--- src/rtl/if_fetch_unit.sv ---
// Instruction-fetch stage: owns the PC and the req/ready instruction-memory handshake.
// It presents {PC+4, instruction, fetch_valid} to IF/ID and drops wrong-path fetches after a redirect.
module if_fetch_unit #(
    parameter logic [31:0] RESET_PC = 32'h0000_0000
) (
    input  logic        clk,
    input  logic        reset_n,
    input  logic        PC_Write,
    input  logic        branch_taken,
    input  logic [31:0] branch_target,
    input  logic        jump,
    input  logic [31:0] jump_target,
    output logic        imem_req,
    output logic [31:0] imem_addr,
    input  logic        imem_ready,
    input  logic [31:0] imem_rdata,
    output logic [31:0] PC_plus4,
    output logic [31:0] instruction,
    output logic        fetch_valid,
    output logic        IF_Flush
);

    typedef enum logic [1:0] {
        S_IDLE,
        S_REQ,
        S_HOLD,
        S_DISCARD
    } state_t;

    state_t      state_q, state_d;
    logic [31:0] pc_q, pc_d;
    logic [31:0] addr_q, addr_d;
    logic [31:0] pc_plus4_q, pc_plus4_d;
    logic [31:0] instr_q, instr_d;
    logic        valid_q, valid_d;

    logic        redirect;
    logic [31:0] redirect_target;

    assign redirect        = branch_taken | jump;
    assign redirect_target = branch_taken ? branch_target : jump_target;

    // NOTE: sequential state uses non-blocking assignments only; blocking here would race with other flops.
    always_ff @(posedge clk or negedge reset_n) begin
        if (!reset_n) begin
            state_q    <= S_IDLE;
            pc_q       <= RESET_PC;
            addr_q     <= RESET_PC;
            pc_plus4_q <= 32'h0;
            instr_q    <= 32'h0;
            valid_q    <= 1'b0;
        end else begin
            state_q    <= state_d;
            pc_q       <= pc_d;
            addr_q     <= addr_d;
            pc_plus4_q <= pc_plus4_d;
            instr_q    <= instr_d;
            valid_q    <= valid_d;
        end
    end

    // NOTE: every signal written below gets a default first, so no path can infer a latch.
    always_comb begin
        state_d    = state_q;
        pc_d       = pc_q;
        addr_d     = addr_q;
        pc_plus4_d = pc_plus4_q;
        instr_d    = instr_q;
        valid_d    = valid_q;

        if (redirect) begin
            // An in-flight request cannot be aborted; it is completed and dropped from DISCARD.
            pc_d    = redirect_target;
            valid_d = 1'b0;
            if (imem_req && !imem_ready) begin
                state_d = S_DISCARD;
                addr_d  = imem_addr;
            end else begin
                state_d = S_REQ;
            end
        end else begin
            unique case (state_q)
                S_IDLE: state_d = S_REQ;
                S_REQ: begin
                    addr_d = pc_q;
                    if (imem_ready) begin
                        instr_d    = imem_rdata;
                        pc_plus4_d = pc_q + 32'd4;
                        pc_d       = pc_q + 32'd4;
                        valid_d    = 1'b1;
                        state_d    = PC_Write ? S_REQ : S_HOLD;
                    end else begin
                        // IF/ID consumes the presented word whenever PC_Write is high.
                        valid_d = valid_q & ~PC_Write;
                    end
                end
                S_HOLD: begin
                    if (PC_Write) state_d = S_REQ;
                end
                S_DISCARD: begin
                    if (imem_ready) state_d = S_REQ;
                end
                default: state_d = S_IDLE;
            endcase
        end
    end

    always_comb begin
        imem_req  = 1'b0;
        imem_addr = pc_q;
        unique case (state_q)
            S_REQ:     imem_req = 1'b1;
            S_DISCARD: begin
                imem_req  = 1'b1;
                imem_addr = addr_q;
            end
            default:   imem_req = 1'b0;
        endcase
    end

    assign IF_Flush    = redirect;
    assign PC_plus4    = pc_plus4_q;
    assign instruction = instr_q;
    assign fetch_valid = valid_q;

endmodule

--- config.mk ---
export PLATFORM = sky130hd
export DESIGN_NAME = if_fetch_unit
export DESIGN_NICKNAME = d
export VERILOG_FILES = /design/src/rtl/if_fetch_unit.sv
export SDC_FILE = /design/constraint.sdc
export NUM_CORES = 1
export LEC_CHECK = 0
export BUFFER_PORTS_ARGS = -buffer_cell sky130_fd_sc_hd__buf_2
export CAP_MARGIN = 15
export CORE_MARGIN = 4
export CORE_UTILIZATION = 47
export CTS_CLUSTER_SIZE = 40
export DETAILED_ROUTE_END_ITERATION = 8
export HOLD_SLACK_MARGIN = 0.06
export MAX_ROUTING_LAYER = met4
export PLACE_DENSITY_LB_ADDON = 0.2
export SLEW_MARGIN = 30
export SYNTH_ARGS = -nofsm -noshare
export SYNTH_HDL_FRONTEND = slang
export SYNTH_SLANG_ARGS = --single-unit
--- constraint.sdc ---
create_clock -name clk -period 1.8 [get_ports clk]
set_input_delay 0.27 -clock clk [delete_from_list [all_inputs] [get_ports clk]]
set_output_delay 0.27 -clock clk [all_outputs]
set_load 0.02 [all_outputs]
==> results of run 1 <==
## metrics by stage
step	util	power [uW]	cells
after floorplan	-	5481	668
after global placement	0.6039	6513	1051
after detailed placement	0.6039	6599	1051
after CTS	0.6996	10340	1117
after global routing	0.7201	10890	1128
final	0.7201	10390	1128
## logic make-up after synthesis
family / share of synthesized area
AND/OR/NAND/NOR: 0.1821
flip-flops: 0.4980
AO/OA/AOI/OAI: 0.09827
multiplexers: 0.1175
buffers and inverters: 0.04239
XOR/XNOR: 0.05987
adder cells (fa/ha/maj): 0.001900
## state kept, by name (all words and copies together), names as in the netlist
register / flops
state_q: 2
fetch_valid: 1
addr_q: 32
instruction: 32
pc_q: 32
PC_plus4: 32
## area by class of cell
type / instances / area (um2) / area share
Clock buffer: 26 / 489.2 / 0.05050
Multi-Input combinational cell: 477 / 3367 / 0.3475
Timing Repair Buffer: 305 / 2227 / 0.2299
Sequential cell: 131 / 3279 / 0.3385
Inverter: 8 / 30.03 / 0.003100
Tap cell: 176 / 220.2 / 0.02273
Clock inverter: 5 / 75.07 / 0.007749
## power by group through the flow
stage                     clock network [uW]  registers [uW]  logic [uW]
after global routing                    3520            3950        3430
after detailed placement                   0            3890        2710
final                                   3340            3870        3180
after CTS                               3380            3860        3100
after global placement                     0            3860        2660
after floorplan                            0            4270        1210
## cells in the final DEF (no fill, tap or decap), types with 4 or more instances in the layout
master,count
buf_2,167
dlygate4sd3_1,32
inv_1,6
buf_6,34
dfrtp_1,130
xnor2_1,34
nor4_4,6
o21a_1,4
a21oi_1,26
xor2_1,7
nor2_1,23
o21ai_1,14
nor3_1,7
nor2b_1,8
nand3_1,6
buf_4,60
o21ai_0,29
nand4_1,6
clkbuf_16,17
a211oi_1,6
mux2_2,32
and3_1,4
o22ai_1,4
nand2_1,163
nor4_2,5
a22oi_1,9
xnor2_2,4
buf_12,9
mux2_4,33
clkbuf_1,6
## worst max path at each step
stage	slack [ps]	from	to	depth (start not counted)
floorplan	-30	jump	addr_q[10]	6
global placement	30	state_q[1]	pc_q[30]	5
detailed placement	-40	state_q[1]	pc_q[30]	5
CTS	-150	state_q[1]	imem_addr[11]	5
global route	-200	state_q[1]	imem_addr[30]	5
finish	-150	state_q[1]	imem_addr[30]	5
## worst max-delay path, cell delays in order, from the launching register on
cell and delay (ps):
dfrtp_1 390, buf_6 140, nand2_8 120, buf_8 150
mux2_4 320, buf_6 140
## per-layer routing
metal / GRT usage / up-vias
met3: 0.06347 / 29
met1: 0.3171 / 2862
met2: 0.4268 / 270
li1: - / 2819
met5: - / -
met4: 0.09148 / 0
## repair_timing
action / 4_1_cts / 5_1_grt
pin swaps: 0 / 12
hold buffers: 32 / 0
setup buffers: 1 / 10
cloned: 2 / 1
setup endpoints to repair: 35 / 82
gates resized for setup: 107 / 39
endpoints found under the hold margin: 75 / 0
==> flow_metrics.env, run 1 <==
export IMPL_status="finished, violations left"
export IMPL_violations="setup timing"
export IMPL_die_y_um=126.3
export IMPL_peakVddDrop_uv=735.4
export IMPL_hold_slack_ps=77.21
export IMPL_dp_final_hpwl_um=13840
export IMPL_cp_start_kind="flop"
export IMPL_wl_met3_um=1487
export IMPL_grt_use_total=0.2609
export IMPL_p_clk_frac=0.321
export IMPL_antenna_found_initial=0
export IMPL_wl_met2_um=10240
export IMPL_fin_crit_ps=1954
export IMPL_insertion_delay_ps=420
export IMPL_netlist_area_um2=6583
export IMPL_fin_crit_sh=1.086
export IMPL_yosysWarnings=0
export IMPL_io_pins=201
export IMPL_p_int_uw=7129
export IMPL_ys_seq_area_frac=0.4980
export IMPL_synth_common_cells="nand2_1, dfrtp_1, mux2_2"
export IMPL_synth_most_common_cell="nand2_1"
export IMPL_fmax_mhz=511.7
export IMPL_hold_end="pc_q[26]"
export IMPL_clk_pin_slew_worst_paths_ps=60
export IMPL_hp_start="branch_target[26]"
export IMPL_worst_pin_slew_ps=479.3
export IMPL_yosysUniqueCellTypes=50
export IMPL_finalSetupViolations=35
export IMPL_slew_headroom=0.6805
export IMPL_grt_pass1_vias=6278
export IMPL_synth_nets=771
export IMPL_dr_pass1_iters=5
export IMPL_synthArstFlopShare=1.000
export IMPL_clockBufferDepth=2
export IMPL_synth_area_top_cells="dfrtp_1, mux2_2, nand2_1"
export IMPL_power_leakage_uw=0.004753
export IMPL_reg2reg_to="pc_q[28]"
export IMPL_wl_met1_um=8315
export IMPL_rr_startpoint="pc_q[2]"
export IMPL_cts_root_buf="clkbuf_16"
export IMPL_holdCritPathClass="input port to flop"
export IMPL_start_util=0.4893
export IMPL_pwr_share_seq=0.373
export IMPL_fin_area_um2=9688
export IMPL_wl_per_cell_um=18.16
export IMPL_synth_edf_count=0
export IMPL_cp_max_fo=6
export IMPL_n_fill_cell=955
export IMPL_endpoint_kind="output port"
export IMPL_cts_tree="yes"
export IMPL_antenna_cells=0
export IMPL_drv_cap=0
export IMPL_synth_top_area_share=0.4980
export IMPL_hold_depth=3
export IMPL_clock_skew_ps=6.970
export IMPL_arrival_ps=1680
export IMPL_drt_iter0_drc=372
export IMPL_nNetsFinal=1043
export IMPL_comb_power_share=0.306
export IMPL_io_buffers=200
export IMPL_fin_setup_tns_ps=-4459
export IMPL_synth_largest_area_cell="dfrtp_1"
export IMPL_rrSetupSlack_ps=-60
export IMPL_post_place_ws_ps=-42.94
export IMPL_final_max_slew_viol_count=0
export IMPL_die_area_um2=15960
export IMPL_reg2regPathDepth=6
export IMPL_cts_buffers=17
export IMPL_h_tree_depth=4
export IMPL_finalWeightedCongestion=0.8843
export IMPL_synth_seq_cells=131
export IMPL_required_ps=1530
export IMPL_dr_total_vias=5980
export IMPL_fin_ws_ps=-154.2
export IMPL_drcViolationCount=0
export IMPL_hold_viol_final=0
export IMPL_powerDensity_nw_per_um2=1073
export IMPL_p_sw_uw=3264
export IMPL_cts_sinks=131
export IMPL_critPathKind="flop to output port"
export IMPL_synth_cells=668
export IMPL_routed_top_layer="met4"
export IMPL_synth_avg_cell_area_um2=9.854
export IMPL_gr_total_overflow=0
export IMPL_drive_gt1_frac=0.4233
export IMPL_placed_area_um2=8124
export IMPL_grt_max_degree=49
export IMPL_postRouteAntennaNets=0
export IMPL_num_rows=42
export IMPL_rsz0062_at_grt="yes"
export IMPL_swShare=0.3141
export IMPL_fp_coreArea_um2=13450
export IMPL_routed_wirelength_um=20490
export IMPL_syn2layout_area_growth_pct=47.18
export IMPL_die_w_um=126.3
export IMPL_synth_main_ff_cell="dfrtp_1"
export IMPL_grt_pass1_wl_um=32310
export IMPL_viasPerCell=5.301
(Power assumes the default switching activity.)
==> inputs of run 2 (changes only) <==
--- a/config.mk
+++ b/config.mk
@@ -8,7 +8,7 @@
 export BUFFER_PORTS_ARGS = -buffer_cell sky130_fd_sc_hd__buf_2
 export CAP_MARGIN = 15
 export CORE_MARGIN = 4
-export CORE_UTILIZATION = 47
+export CORE_UTILIZATION = 56
 export CTS_CLUSTER_SIZE = 40
 export DETAILED_ROUTE_END_ITERATION = 8
 export HOLD_SLACK_MARGIN = 0.06
==> constraint.sdc (replaced) <==
create_clock -name clk -period 2.45 [get_ports clk]
set_input_delay 0.3675 -clock clk [delete_from_list [all_inputs] [get_ports clk]]
set_output_delay 0.3675 -clock clk [all_outputs]
set_load 0.005 [all_outputs]
==> flow_metrics.env, run 2 (synthesis gave the netlist of run 1 again) <==
export IMPL_status="finished clean"
export IMPL_h_tree_depth=4
export IMPL_cp_top_family="flip-flops"
export IMPL_post_cts_buffers=0
export IMPL_insertion_delay_ps=420
export IMPL_placed_area_um2=7730
export IMPL_crit_buf_inv=2
export IMPL_fin_setup_tns_ps=0
export IMPL_routed_wirelength_um=17600
export IMPL_clock_skew_ps=7.235
export IMPL_path_cells="nand2_1 -> buf_12 -> mux2_2 -> buf_2"
export IMPL_required_ps=2080
export IMPL_drv_cap=0
export IMPL_fmax_mhz=465.1
export IMPL_critPathKind="flop to output port"
export IMPL_final_max_slew_viol_count=0
export IMPL_peakVddDrop_uv=599.5
export IMPL_p_clk_frac=0.396
export IMPL_die_area_um2=13550
export IMPL_syn2layout_area_growth_pct=27.60
export IMPL_top_usage_layer="met2"
export IMPL_nNetsFinal=958
export IMPL_finalSetupViolations=0
export IMPL_met2_usage=0.4508
export IMPL_gr_total_overflow=0
export IMPL_start_util=0.5740
export IMPL_io_pins=201
export IMPL_grt_use_total=0.2803
export IMPL_hold_viol_final=0
export IMPL_cts_sinks=131
export IMPL_cp_max_fo=32
export IMPL_pwr_share_seq=0.409
export IMPL_antenna_cells=0
export IMPL_hold_slack_ps=134.3
export IMPL_swShare=0.2704
export IMPL_cts_root_buf="clkbuf_16"
export IMPL_cp_start_kind="flop"
export IMPL_postRouteAntennaNets=0
export IMPL_n_fill_cell=854
export IMPL_clk_pin_slew_worst_paths_ps=60
export IMPL_dr_pass1_iters=5
export IMPL_slowest_delay_ps=460
export IMPL_endpoint_kind="output port"
export IMPL_arrival_ps=1780
export IMPL_grt_pass1_vias=5693
export IMPL_fin_crit_ps=2150
export IMPL_drive_gt1_frac=0.3882
export IMPL_die_y_um=116.4
export IMPL_final_cell_mix="buf_2, nand2_1, dfrtp_1, mux2_2, xnor2_1"
export IMPL_fin_ws_ps=300.1
export IMPL_fin_area_um2=8399
export IMPL_wl_per_cell_um=17.41
export IMPL_met3_usage=0.06684
export IMPL_io_buffers=200
export IMPL_comb_power_share=0.195
export IMPL_post_place_ws_ps=405.3
export IMPL_rsz0062_at_grt="no"
export IMPL_final_common_cell="buf_2"
export IMPL_holdCritPathClass="input port to flop"
export IMPL_cts_repair_resized=0
export IMPL_fp_coreArea_um2=11470
export IMPL_dr_total_vias=5572
export IMPL_drt_iter0_drc=330
export IMPL_finalWeightedCongestion=0.8620
export IMPL_die_w_um=116.4
export IMPL_slew_headroom=0.6107
export IMPL_p_int_uw=5165
export IMPL_cpMaxStageDelayCell="dfrtp_1"
export IMPL_power_leakage_uw=0.004020
export IMPL_p_sw_uw=1914
export IMPL_dp_final_hpwl_um=12520
export IMPL_grt_max_degree=61
export IMPL_drcViolationCount=0
export IMPL_viasPerCell=5.511
export IMPL_fin_crit_sh=0.8775
export IMPL_grt_use_met1=0.3411
export IMPL_worst_pin_slew_ps=583.9
export IMPL_cts_buffers=17
export IMPL_powerDensity_nw_per_um2=842.8
export IMPL_totalPowerFinal_uw=7079
export IMPL_antenna_found_initial=0
export IMPL_clockBufferDepth=2
export IMPL_cts_tree="yes"
export IMPL_grt_pass1_wl_um=28210
export IMPL_num_rows=39
[run 2: repair_timing]
| item | in CTS | in global routing |
|---|---|---|
| setup endpoints to repair | 0 | 0 |
| hold buffers | 1 | 0 |
| hold endpoints to repair | 58 | 0 |
[run 2: per-layer routing]
layer,routed length [um],vias up
li1,-,2654
met5,0,-
met4,473,0
met2,8527,230
met3,1383,39
met1,7219,2649
[run 2: final timing paths]
kind	startpoint	end	slack [ps]	cells past startpoint
setup / recovery	state_q[1]	imem_addr[10]	300	4
hold / removal	imem_rdata[0]	instruction[0]	130	3
setup reg to reg	pc_q[13]	PC_plus4[30]	370	6
hold reg to reg	instruction[30]	instruction[30]	470	2
max in group asynchronous	reset_n	pc_q[17]	1260	3
min in group asynchronous	reset_n	addr_q[8]	500	2
[run 2: cell type report]
class / instances / area, um2 / share of cell area
Clock buffer: 19 / 452.9 / 0.05393
Clock inverter: 13 / 206.4 / 0.02458
Inverter: 8 / 30.03 / 0.003575
Multi-Input combinational cell: 476 / 3048 / 0.3629
Sequential cell: 131 / 3278 / 0.3903
Tap cell: 143 / 178.9 / 0.02130
Timing Repair Buffer: 221 / 1205 / 0.1435
[run 2: per-stage QoR]
stage            util  cells
3_5_place_dp   0.6741    978
3_3_place_gp   0.6741    978
6_report       0.7325   1011
4_1_cts        0.7325   1011
5_1_grt        0.7325   1011
2_1_floorplan       -    668
[run 2: power groups by stage]
| stage | sequential, uW | clock (uW) | combinational, uW |
|---|---|---|---|
| 2_1_floorplan | 2850 | 0 | 756 |
| 6_report | 2900 | 2800 | 1380 |
| 3_5_place_dp | 2920 | 0 | 1400 |
| 3_3_place_gp | 2900 | 0 | 1360 |
| 5_1_grt | 2950 | 2940 | 1550 |
| 4_1_cts | 2900 | 2840 | 1410 |
[run 2: worst register-to-register path, cell delays in order, from the launching register on]
cell	delay, ps
dfrtp_1	500
and4_1	280
nand3_2	340
buf_4	310
nor4_2	290
xnor2_1	160
o21ai_1	80
==> inputs of run 3 (changes only) <==
--- a/config.mk
+++ b/config.mk
@@ -5,6 +5,7 @@
 export SDC_FILE = /design/constraint.sdc
 export NUM_CORES = 1
 export LEC_CHECK = 0
+export ABC_AREA = 1
 export BUFFER_PORTS_ARGS = -buffer_cell sky130_fd_sc_hd__buf_2
 export CAP_MARGIN = 15
 export CORE_MARGIN = 4
==> flow_metrics.env, run 3 <==
export IMPL_postRouteAntennaNets=0
export IMPL_required_ps=2080
export IMPL_pwr_share_seq=0.415
export IMPL_drt_iter0_drc=566
export IMPL_synth_edf_count=0
export IMPL_drive_gt1_frac=0.2223
export IMPL_fin_setup_tns_ps=0
export IMPL_nNetsFinal=1264
export IMPL_wl_per_cell_um=14.86
export IMPL_totalPowerFinal_uw=7348
export IMPL_routed_wirelength_um=19940
export IMPL_cts_root_buf="clkbuf_16"
export IMPL_slowest_delay_ps=450
export IMPL_antenna_found_initial=0
export IMPL_die_y_um=119.3
export IMPL_io_buffers=200
export IMPL_die_w_um=119.3
export IMPL_synth_most_common_cell="nand2_1"
export IMPL_clockBufferDepth=2
export IMPL_hold_viol_final=0
export IMPL_synth_cells=975
export IMPL_power_leakage_uw=0.004586
export IMPL_path_cells="nand2_4 -> buf_12 -> nor2_1 -> a21oi_1 -> buf_2"
export IMPL_powerDensity_nw_per_um2=848.8
export IMPL_synth_seq_cells=131
export IMPL_cts_tree="yes"
export IMPL_die_area_um2=14230
export IMPL_critPathKind="flop to output port"
export IMPL_final_max_slew_viol_count=0
export IMPL_post_place_ws_ps=302.1
export IMPL_yosysWarnings=0
export IMPL_synth_common_cells="nand2_1, dfrtp_1, nor2_1"
export IMPL_insertion_delay_ps=420
export IMPL_fin_crit_ps=2207
export IMPL_finalSetupViolations=0
export IMPL_ys_seq_area_frac=0.4728
export IMPL_wl_met2_um=8914
export IMPL_grt_pass1_wl_um=33060
export IMPL_cts_buffers=17
export IMPL_wl_met1_um=8968
export IMPL_synth_area_top_cells="dfrtp_1, nand2_1, nor2_1"
export IMPL_worst_pin_slew_ps=770.7
export IMPL_p_sw_uw=2316
export IMPL_cp_start_kind="flop"
export IMPL_dr_pass1_iters=5
export IMPL_post_cts_buffers=0
export IMPL_rsz0062_at_grt="no"
export IMPL_syn2layout_area_growth_pct=24.85
export IMPL_n_fill_cell=1004
export IMPL_fmax_mhz=453.1
export IMPL_num_rows=40
export IMPL_cpMaxStageDelayCell="dfrtp_1"
export IMPL_comb_power_share=0.252
export IMPL_swShare=0.3153
export IMPL_holdCritPathClass="input port to flop"
export IMPL_arrival_ps=1840
export IMPL_crit_start="state_q[0]"
export IMPL_fp_coreArea_um2=12060
export IMPL_io_pins=201
export IMPL_endpoint_kind="output port"
export IMPL_final_cell_mix="nand2_1, buf_2, dfrtp_1, nor2_1, nand3_1"
export IMPL_viasPerCell=5.329
export IMPL_status="finished clean"
export IMPL_clock_skew_ps=8.135
export IMPL_peakVddDrop_uv=502.4
export IMPL_fin_util=0.7177
export IMPL_final_common_cell="nand2_1"
export IMPL_synth_avg_cell_area_um2=7.112
export IMPL_gr_total_overflow=0
export IMPL_drv_cap=0
export IMPL_grt_max_degree=73
export IMPL_crit_buf_inv=2
export IMPL_synthArstFlopShare=1.000
export IMPL_finalWeightedCongestion=0.9368
export IMPL_drcViolationCount=0
export IMPL_yosysUniqueCellTypes=34
export IMPL_netlist_area_um2=6934
export IMPL_synth_largest_area_cell="dfrtp_1"
export IMPL_cts_sinks=131
export IMPL_synth_nets=1078
export IMPL_wl_met3_um=1636
export IMPL_dp_final_hpwl_um=14460
export IMPL_hold_slack_ps=148.0
export IMPL_dr_total_vias=7152
export IMPL_synth_top_area_share=0.4728
export IMPL_slew_headroom=0.4862
export IMPL_routed_top_layer="met4"
export IMPL_grt_pass1_vias=6600
export IMPL_cp_top_family="flip-flops"
export IMPL_h_tree_depth=4
export IMPL_cp_max_fo=42
export IMPL_synth_main_ff_cell="dfrtp_1"
export IMPL_grt_use_total=0.2969
export IMPL_fin_crit_sh=0.9009
export IMPL_p_int_uw=5031
export IMPL_p_clk_frac=0.333
export IMPL_rr_startpoint="state_q[0]"
export IMPL_clk_pin_slew_worst_paths_ps=50
export IMPL_fin_ws_ps=242.9
export IMPL_antenna_cells=0
export IMPL_start_util=0.5749
export IMPL_hp_start="imem_rdata[31]"
==> run 3: power groups by stage <==
| stage | registers (uW) | clock network [uW] | logic (uW) |
|---|---|---|---|
| 3_3_place_gp | 3060 | 0 | 1790 |
| 2_1_floorplan | 3040 | 0 | 993 |
| 4_1_cts | 3040 | 2480 | 1860 |
| 6_report | 3050 | 2450 | 1850 |
| 5_1_grt | 3120 | 2600 | 2090 |
| 3_5_place_dp | 3070 | 0 | 1850 |
==> run 3: logic make-up (layout without fill, tap and decap cells) <==
group,count (synthesis),in the layout,share of synthesized area
XOR/XNOR,3,3,0.003790
adder cells (fa/ha/maj),1,1,0.001804
AND/OR/NAND/NOR,596,596,0.3416
buffers and inverters,108,307,0.06875
AO/OA/AOI/OAI,136,136,0.1113
flip-flops,131,131,0.4728
==> run 3: through the flow <==
| stage | cell area (um2) | cells |
|---|---|---|
| 6_report | 8657 | 1342 |
| 4_1_cts | 8651 | 1342 |
| 3_3_place_gp | 8069 | 1309 |
| 2_1_floorplan | 6934 | 975 |
| 5_1_grt | 8657 | 1342 |
| 3_5_place_dp | 8069 | 1309 |
==> run 3: repair_timing <==
item	4_1_cts	5_1_grt
hold buffers	1	0
setup endpoints to repair	0	5
gates resized for setup	0	1
endpoints found under the hold margin	63	0
==> run 3: worst paths after layout <==
| check | endpoint | slack, ps | cells after the start |
|---|---|---|---|
| max | imem_addr[8] | 240 | 5 |
| max reg2reg | pc_q[7] | 380 | 7 |
| min in group asynchronous | instruction[28] | 520 | 2 |
| max in group asynchronous | instruction[9] | 1250 | 3 |
| min | instruction[31] | 150 | 3 |
| min reg2reg | instruction[5] | 470 | 2 |
==> run 3: tightest hold or removal path, delay by kind of cell <==
kind / cells / cell delay [ps]
AND/OR/NAND/NOR: 2 / 90
buffers and inverters: 1 / 70
==> run 3: final cells by class <==
type                    instances  area (um2)  area share
clock buffers                  23       467.9     0.05405
clock inverters                 9       103.9     0.01200
inverters                      59       222.7     0.02573
multi-input cells             736        3194      0.3690
flip-flops and latches        131        3278      0.3787
well taps                     168       210.2     0.02428
repair buffers                216        1180      0.1363
==> run 3: metal layers <==
metal / track usage / vias to the layer above
li1: - / 3493
met1: 0.4264 / 3291
met2: 0.4299 / 339
met3: 0.05128 / 29
met4: 0.09703 / 0
met5: - / -
